===== config.mk =====
export PLATFORM = sky130hd
export DESIGN_NAME = sample_capture_ctrl
export DESIGN_NICKNAME = d
export VERILOG_FILES = /design/src/rtl/spec_pkg.sv /design/src/rtl/decim_prescaler.sv /design/src/rtl/sample_capture_ctrl.sv
export SDC_FILE = /design/constraint.sdc
export NUM_CORES = 1
export LEC_CHECK = 0
export BUFFER_PORTS_ARGS = -buffer_cell sky130_fd_sc_hd__buf_2
export CAP_MARGIN = 20
export CORE_MARGIN = 1.5
export CORE_UTILIZATION = 25
export CTS_BUF_LIST = sky130_fd_sc_hd__clkbuf_4
export DETAILED_ROUTE_END_ITERATION = 8
export GPL_TIMING_DRIVEN = 0
export HOLD_SLACK_MARGIN = 0.03
export SLEW_MARGIN = 25
export SYNTH_ARGS = -nofsm -noshare
export SYNTH_HDL_FRONTEND = slang
export SYNTH_SLANG_ARGS = --single-unit

===== constraint.sdc =====
create_clock -name Clk -period 1.45 [get_ports Clk]
set_clock_uncertainty 0.1 [all_clocks]
set_input_delay 0.145 -clock Clk [delete_from_list [all_inputs] [get_ports Clk]]
set_output_delay 0.145 -clock Clk [all_outputs]
set_load 0.02 [all_outputs]

===== src/rtl/spec_pkg.sv =====
// rtl/spec_pkg.sv - shared types and constants for the sample capture controller
package spec_pkg;

  localparam int FRAME_LEN  = 512;
  localparam int FRAME_AW   = 9;
  localparam int DEF_DATA_W = 12;

  typedef enum logic [1:0] {
    ST_IDLE    = 2'd0,
    ST_LOAD    = 2'd1,
    ST_CAPTURE = 2'd2,
    ST_DONE    = 2'd3
  } state_e;

  localparam logic [1:0] DEC_1 = 2'd0;
  localparam logic [1:0] DEC_2 = 2'd1;
  localparam logic [1:0] DEC_4 = 2'd2;
  localparam logic [1:0] DEC_8 = 2'd3;

  // Prescaler bits that must be zero for a sample to be kept.
  function automatic logic [2:0] dec_mask(input logic [1:0] sel);
    logic [2:0] m;
    case (sel)
      DEC_1:   m = 3'b000;
      DEC_2:   m = 3'b001;
      DEC_4:   m = 3'b011;
      default: m = 3'b111;
    endcase
    return m;
  endfunction

endpackage


===== src/rtl/decim_prescaler.sv =====
// rtl/decim_prescaler.sv - 3-bit decimation prescaler with keep decode
module decim_prescaler
  import spec_pkg::*;
(
  input  logic       i_clk,
  input  logic       i_rst_n,
  input  logic       i_clr,
  input  logic       i_en,
  input  logic [1:0] i_dec_sel,
  output logic       o_keep
);

  logic [2:0] r_cnt;

  always_ff @(posedge i_clk or negedge i_rst_n) begin
    if (!i_rst_n) begin
      r_cnt <= 3'd0;
    end else if (i_clr) begin
      r_cnt <= 3'd0;
    end else if (i_en) begin
      r_cnt <= r_cnt + 3'd1;
    end
  end

  assign o_keep = ((r_cnt & dec_mask(i_dec_sel)) == 3'd0);

endmodule


===== src/rtl/sample_capture_ctrl.sv =====
// rtl/sample_capture_ctrl.sv - captures one decimated 512-sample frame at bit-reversed RAM addresses
module sample_capture_ctrl
  import spec_pkg::*;
#(
  parameter int DATA_W = DEF_DATA_W
) (
  input  logic              Clk,
  input  logic              Resetn,
  input  logic              start,
  input  logic              abort,
  input  logic [1:0]        dec_sel,
  input  logic [DATA_W-1:0] s_data,
  input  logic              s_valid,
  output logic              s_ready,
  output logic              cnt_load,
  output logic              cnt_inc,
  output logic [8:0]        cnt_din,
  input  logic [8:0]        count,
  input  logic              md512,
  output logic              mem_we,
  output logic [8:0]        mem_addr,
  output logic [DATA_W-1:0] mem_wdata,
  output logic              busy,
  output logic              frame_done,
  output logic              overrun
);

  state_e     r_state;
  state_e     w_next;
  logic [1:0] r_dec_sel;
  logic       r_overrun;
  logic       w_in_capture;
  logic       w_accept;
  logic       w_keep;
  logic       w_write;
  logic       w_start_ok;

  assign w_in_capture = (r_state == ST_CAPTURE);
  assign w_accept     = s_valid & w_in_capture;
  // abort wins over a kept sample so a cancelled frame never writes on its last cycle
  assign w_write      = w_accept & w_keep & ~abort;
  assign w_start_ok   = (r_state == ST_IDLE) & start & ~abort;

  decim_prescaler u_prescaler (
    .i_clk     (Clk),
    .i_rst_n   (Resetn),
    .i_clr     (cnt_load),
    .i_en      (w_accept),
    .i_dec_sel (r_dec_sel),
    .o_keep    (w_keep)
  );

  always_comb begin
    w_next = r_state;
    case (r_state)
      ST_IDLE:    if (w_start_ok) w_next = ST_LOAD;
      ST_LOAD:    w_next = abort ? ST_IDLE : ST_CAPTURE;
      ST_CAPTURE: begin
        if (abort) w_next = ST_IDLE;
        else if (w_write && md512) w_next = ST_DONE;
      end
      default:    w_next = ST_IDLE;
    endcase
  end

  always_ff @(posedge Clk or negedge Resetn) begin
    if (!Resetn) begin
      r_state   <= ST_IDLE;
      r_dec_sel <= DEC_1;
      r_overrun <= 1'b0;
    end else begin
      r_state <= w_next;
      if (w_start_ok) begin
        r_dec_sel <= dec_sel;
        r_overrun <= 1'b0;
      end else if (s_valid && (r_state == ST_LOAD || r_state == ST_DONE)) begin
        r_overrun <= 1'b1;
      end
    end
  end

  assign s_ready    = w_in_capture;
  assign mem_we     = w_write;
  assign cnt_inc    = w_write & ~md512;
  assign cnt_load   = (r_state == ST_LOAD);
  assign cnt_din    = 9'd0;
  assign busy       = (r_state != ST_IDLE);
  assign frame_done = (r_state == ST_DONE);
  assign overrun    = r_overrun;
  assign mem_wdata  = s_data;

  // Bit-reversed addressing puts the frame in the order the in-place FFT expects.
  genvar gi;
  generate
    for (gi = 0; gi < FRAME_AW; gi++) begin : g_bitrev
      assign mem_addr[gi] = count[FRAME_AW-1-gi];
    end
  endgenerate

endmodule


==> flow_metrics.py <==
metrics = {
    "outcome": {
        "status": "finished, violations left",
        "violations": "setup timing",
    },
    "yosys": {
        "synth-compound-area-share_pct": 14.2,
        "yosysTopAreaCell": "buf_4",
        "avgSynthCellArea_sq_um": 8.81,
        "ys_types": 28,
        "synth.area.top_cells": "buf_4 (33%), dfrtp_1 (29%), mux2_1 (3.3%)",
        "synth_top_family_by_area": "buffers and inverters",
        "synth-simple-area-share_pct": 14.8,
        "synth_seq_cells": 8,
        "synth_top_area_share_pct": 32.8,
        "synth_xor_area_share_pct": 0,
        "seq_area_frac_synth_pct": 29.1,
        "postSynthCellCount": 78,
        "synth_fa_ha_area_share_pct": 1.82,
        "ys_warn_count": 0,
        "netlist_area_sq_um": 687,
        "synthMuxAreaShare_pct": 3.28,
    },
    "timing": {
        "layout_min_cycle_time_ps": 1580,
        "drv_slew": 0,
        "rsz0062_at_grt": "true",
        "setup_viol": 2,
        "fin_crit_sh_pct": 109,
        "setup_slack_ps": -130,
        "finalHoldViolCount": 0,
        "fmax_mhz": 633,
    },
    "finish": {
        "layout_commonest_cell": "buf_4",
        "finish.utilization_pct": 41.5,
        "nNetsFinal": 164,
        "drive_gt1_share_pct": 63.6,
        "n_antenna_cell": 0,
        "final_cells": 162,
        "final_cell_mix": "buf_4 (37), buf_2 (33), conb_1 (9)",
        "fillCellCount": 268,
        "multiInputGateArea_sq_um": 293,
        "postLayoutCellArea_sq_um": 1060,
        "regArea_sq_um": 201,
        "area_growth_pct": 53.9,
    },
    "worst_setup_path": {
        "cp_num_buf_inv": 1,
        "cp_max_fo": 3,
        "worstRegToRegCells": 3,
        "worstSetupEndpointType": "primary output",
        "worst_ep_required_time_ps": 1210,
        "critPathKind": "reg -> out",
        "critPathMaxStageDelay_ps": 410,
        "worstPathArrival_ps": 1340,
        "worstPathCellList": "a21oi_2, o2111ai_2, nor3_1, buf_2",
        "slowest_stage": "dfrtp_1",
        "startpoint_type": "flip-flop",
        "critPathTopFamily": "flip-flops",
        "cp_num_cells": 4,
    },
    "grt": {
        "track_usage_pct": 9.72,
        "grt_remaining_overflow": 0,
        "grt_max_degree": 11,
        "antenna_found_initial": 0,
        "grt_pass1_wl_um": 2440,
        "grt_pass1_vias": 596,
    },
    "clock_network": {
        "cts_root_buf": "clkbuf_4",
        "ctsLongestPathBuffers": 2,
        "cts_buffers": 3,
        "cts_tree": "built",
        "htreeDepth": 1,
        "clkTransAtPathRegs_ps": 60,
        "cts_sinks": 8,
        "insertion_delay_ps": 260,
    },
    "worst_hold_path": {
        "hold_path_class": "in -> reg",
        "hold_depth": 3,
    },
    "routing": {
        "wl_um": 1530,
        "route.detailed.drc": 0,
        "vias": 671,
        "wire_per_inst_um": 9.44,
        "ant_nets": 0,
        "vias_per_cell": 4.14,
        "first_pass_iters": 2,
        "drt_iter0_markers": 4,
    },
    "placed_design": {
        "gp_congestion": 0.718,
        "dp_hpwl_um": 1150,
        "dp.cells": 151,
        "portBuffers": 35,
        "dpl_cell_area_sq_um": 930,
    },
    "floorplan": {
        "die_h_um": 55.4,
        "core_area_sq_um": 2540,
        "chipWidth_um": 55.4,
        "start_util_pct": 27.0,
        "die_area_sq_um": 3070,
        "pin_count": 66,
        "fp-row-count": 18,
    },
    "flow_run": {
        "maxCapViolCount": 0,
    },
    "pwr": {
        "leakage_uw": 0.000589,
        "p_per_area_nw_per_um2": 778,
        "peakVddDrop_mv": 0.472,
    },
}
[final timing paths]
check / endpoint / slack (ps) / from
min in group asynchronous: r_state[1] / 160 / Resetn
worst max register to register: r_dec_sel[0] / 70 / r_state[0]
worst min-delay path: r_state[0] / 20 / md512
worst max-delay path: mem_we / -130 / u_prescaler.r_cnt[2]
max in group asynchronous: r_state[0] / 900 / Resetn
worst min register to register: overrun / 420 / overrun
[metrics by stage]
stage	total power, uW	hold WS [ps]	setup WS [ps]	setup TNS, ps
2_1_floorplan	518	-251	41.0	0
3_5_place_dp	601	-93.6	84.2	0
4_1_cts	801	24.1	-135	-266
6_report	822	21.9	-130	-255
3_3_place_gp	594	-104	114	0
5_1_grt	865	35.4	-185	-367
[worst reg2reg max path: cells and delay by family (launching register included)]
family / cells / cell delay (ps)
flip-flops: 1 / 410
AND/OR/NAND/NOR: 1 / 230
multiplexers: 1 / 340
buffers and inverters: 1 / 170
[registers in the layout, summed over array words and instances, names as in the netlist]
| signal | cells |
|---|---|
| r_dec_sel | 2 |
| overrun | 1 |
| r_state | 2 |
| u_prescaler.r_cnt | 3 |
[routing by layer]
metal | GRT usage [%] | vias to the layer above | part of all wire, %
met2 | 17.2 | 54 | 45
met3 | 4.68 | 2 | 15
met4 | 3.14 | 0 | 1.5
met5 | 0 | - | 0
met1 | 10.0 | 284 | 38
li1 | - | 331 | -
[repair_timing]
item,4_1_cts,5_1_grt
gates resized for setup,3,9
endpoints found under the hold margin,11,0
pin swaps,1,0
cloned,0,0
hold buffers,3,0
buffers inserted,3,2
setup endpoints to repair,3,7
[synthesized netlist by cell type, drive strengths merged]
cell      n
inv       2
dfrtp     8
nand3     1
a32o      1
mux2      2
ha        1
o2111ai   1
a21oi     2
o21ba     1
nor4      1
nand2     6
nand2b    2
and2      1
o21ai     6
nand3b    1
nor3      2
or2       1
nor2b     1
buf      32
a22o      2
o21bai    1
conb      1
nor2      2
[cells by family after synthesis]
logic type      Yosys count
fa+ha+maj                 1
other cells               1
simple gates             18
compound gates           14
buf+inv                  34
mux                       2
flops                     8
[where the power goes]
| part | switching (uW) | internal (uW) |
|---|---|---|
| sequential | 35.8 | 259 |
| clock | 84.3 | 95.3 |
| combinational | 181 | 168 |
| total | 301 | 522 |
[cell type report]
| cell class | count | share of cell area, % |
|---|---|---|
| plain buffers | 32 | 23.1 |
| clock buffers | 3 | 2.13 |
| inverters | 2 | 0.710 |
| multi-input cells | 44 | 27.7 |
| flip-flops and latches | 8 | 19.1 |
| well taps | 30 | 3.55 |
| repair buffers | 43 | 23.8 |
No activity file was read; power rests on OpenSTA's default activity.
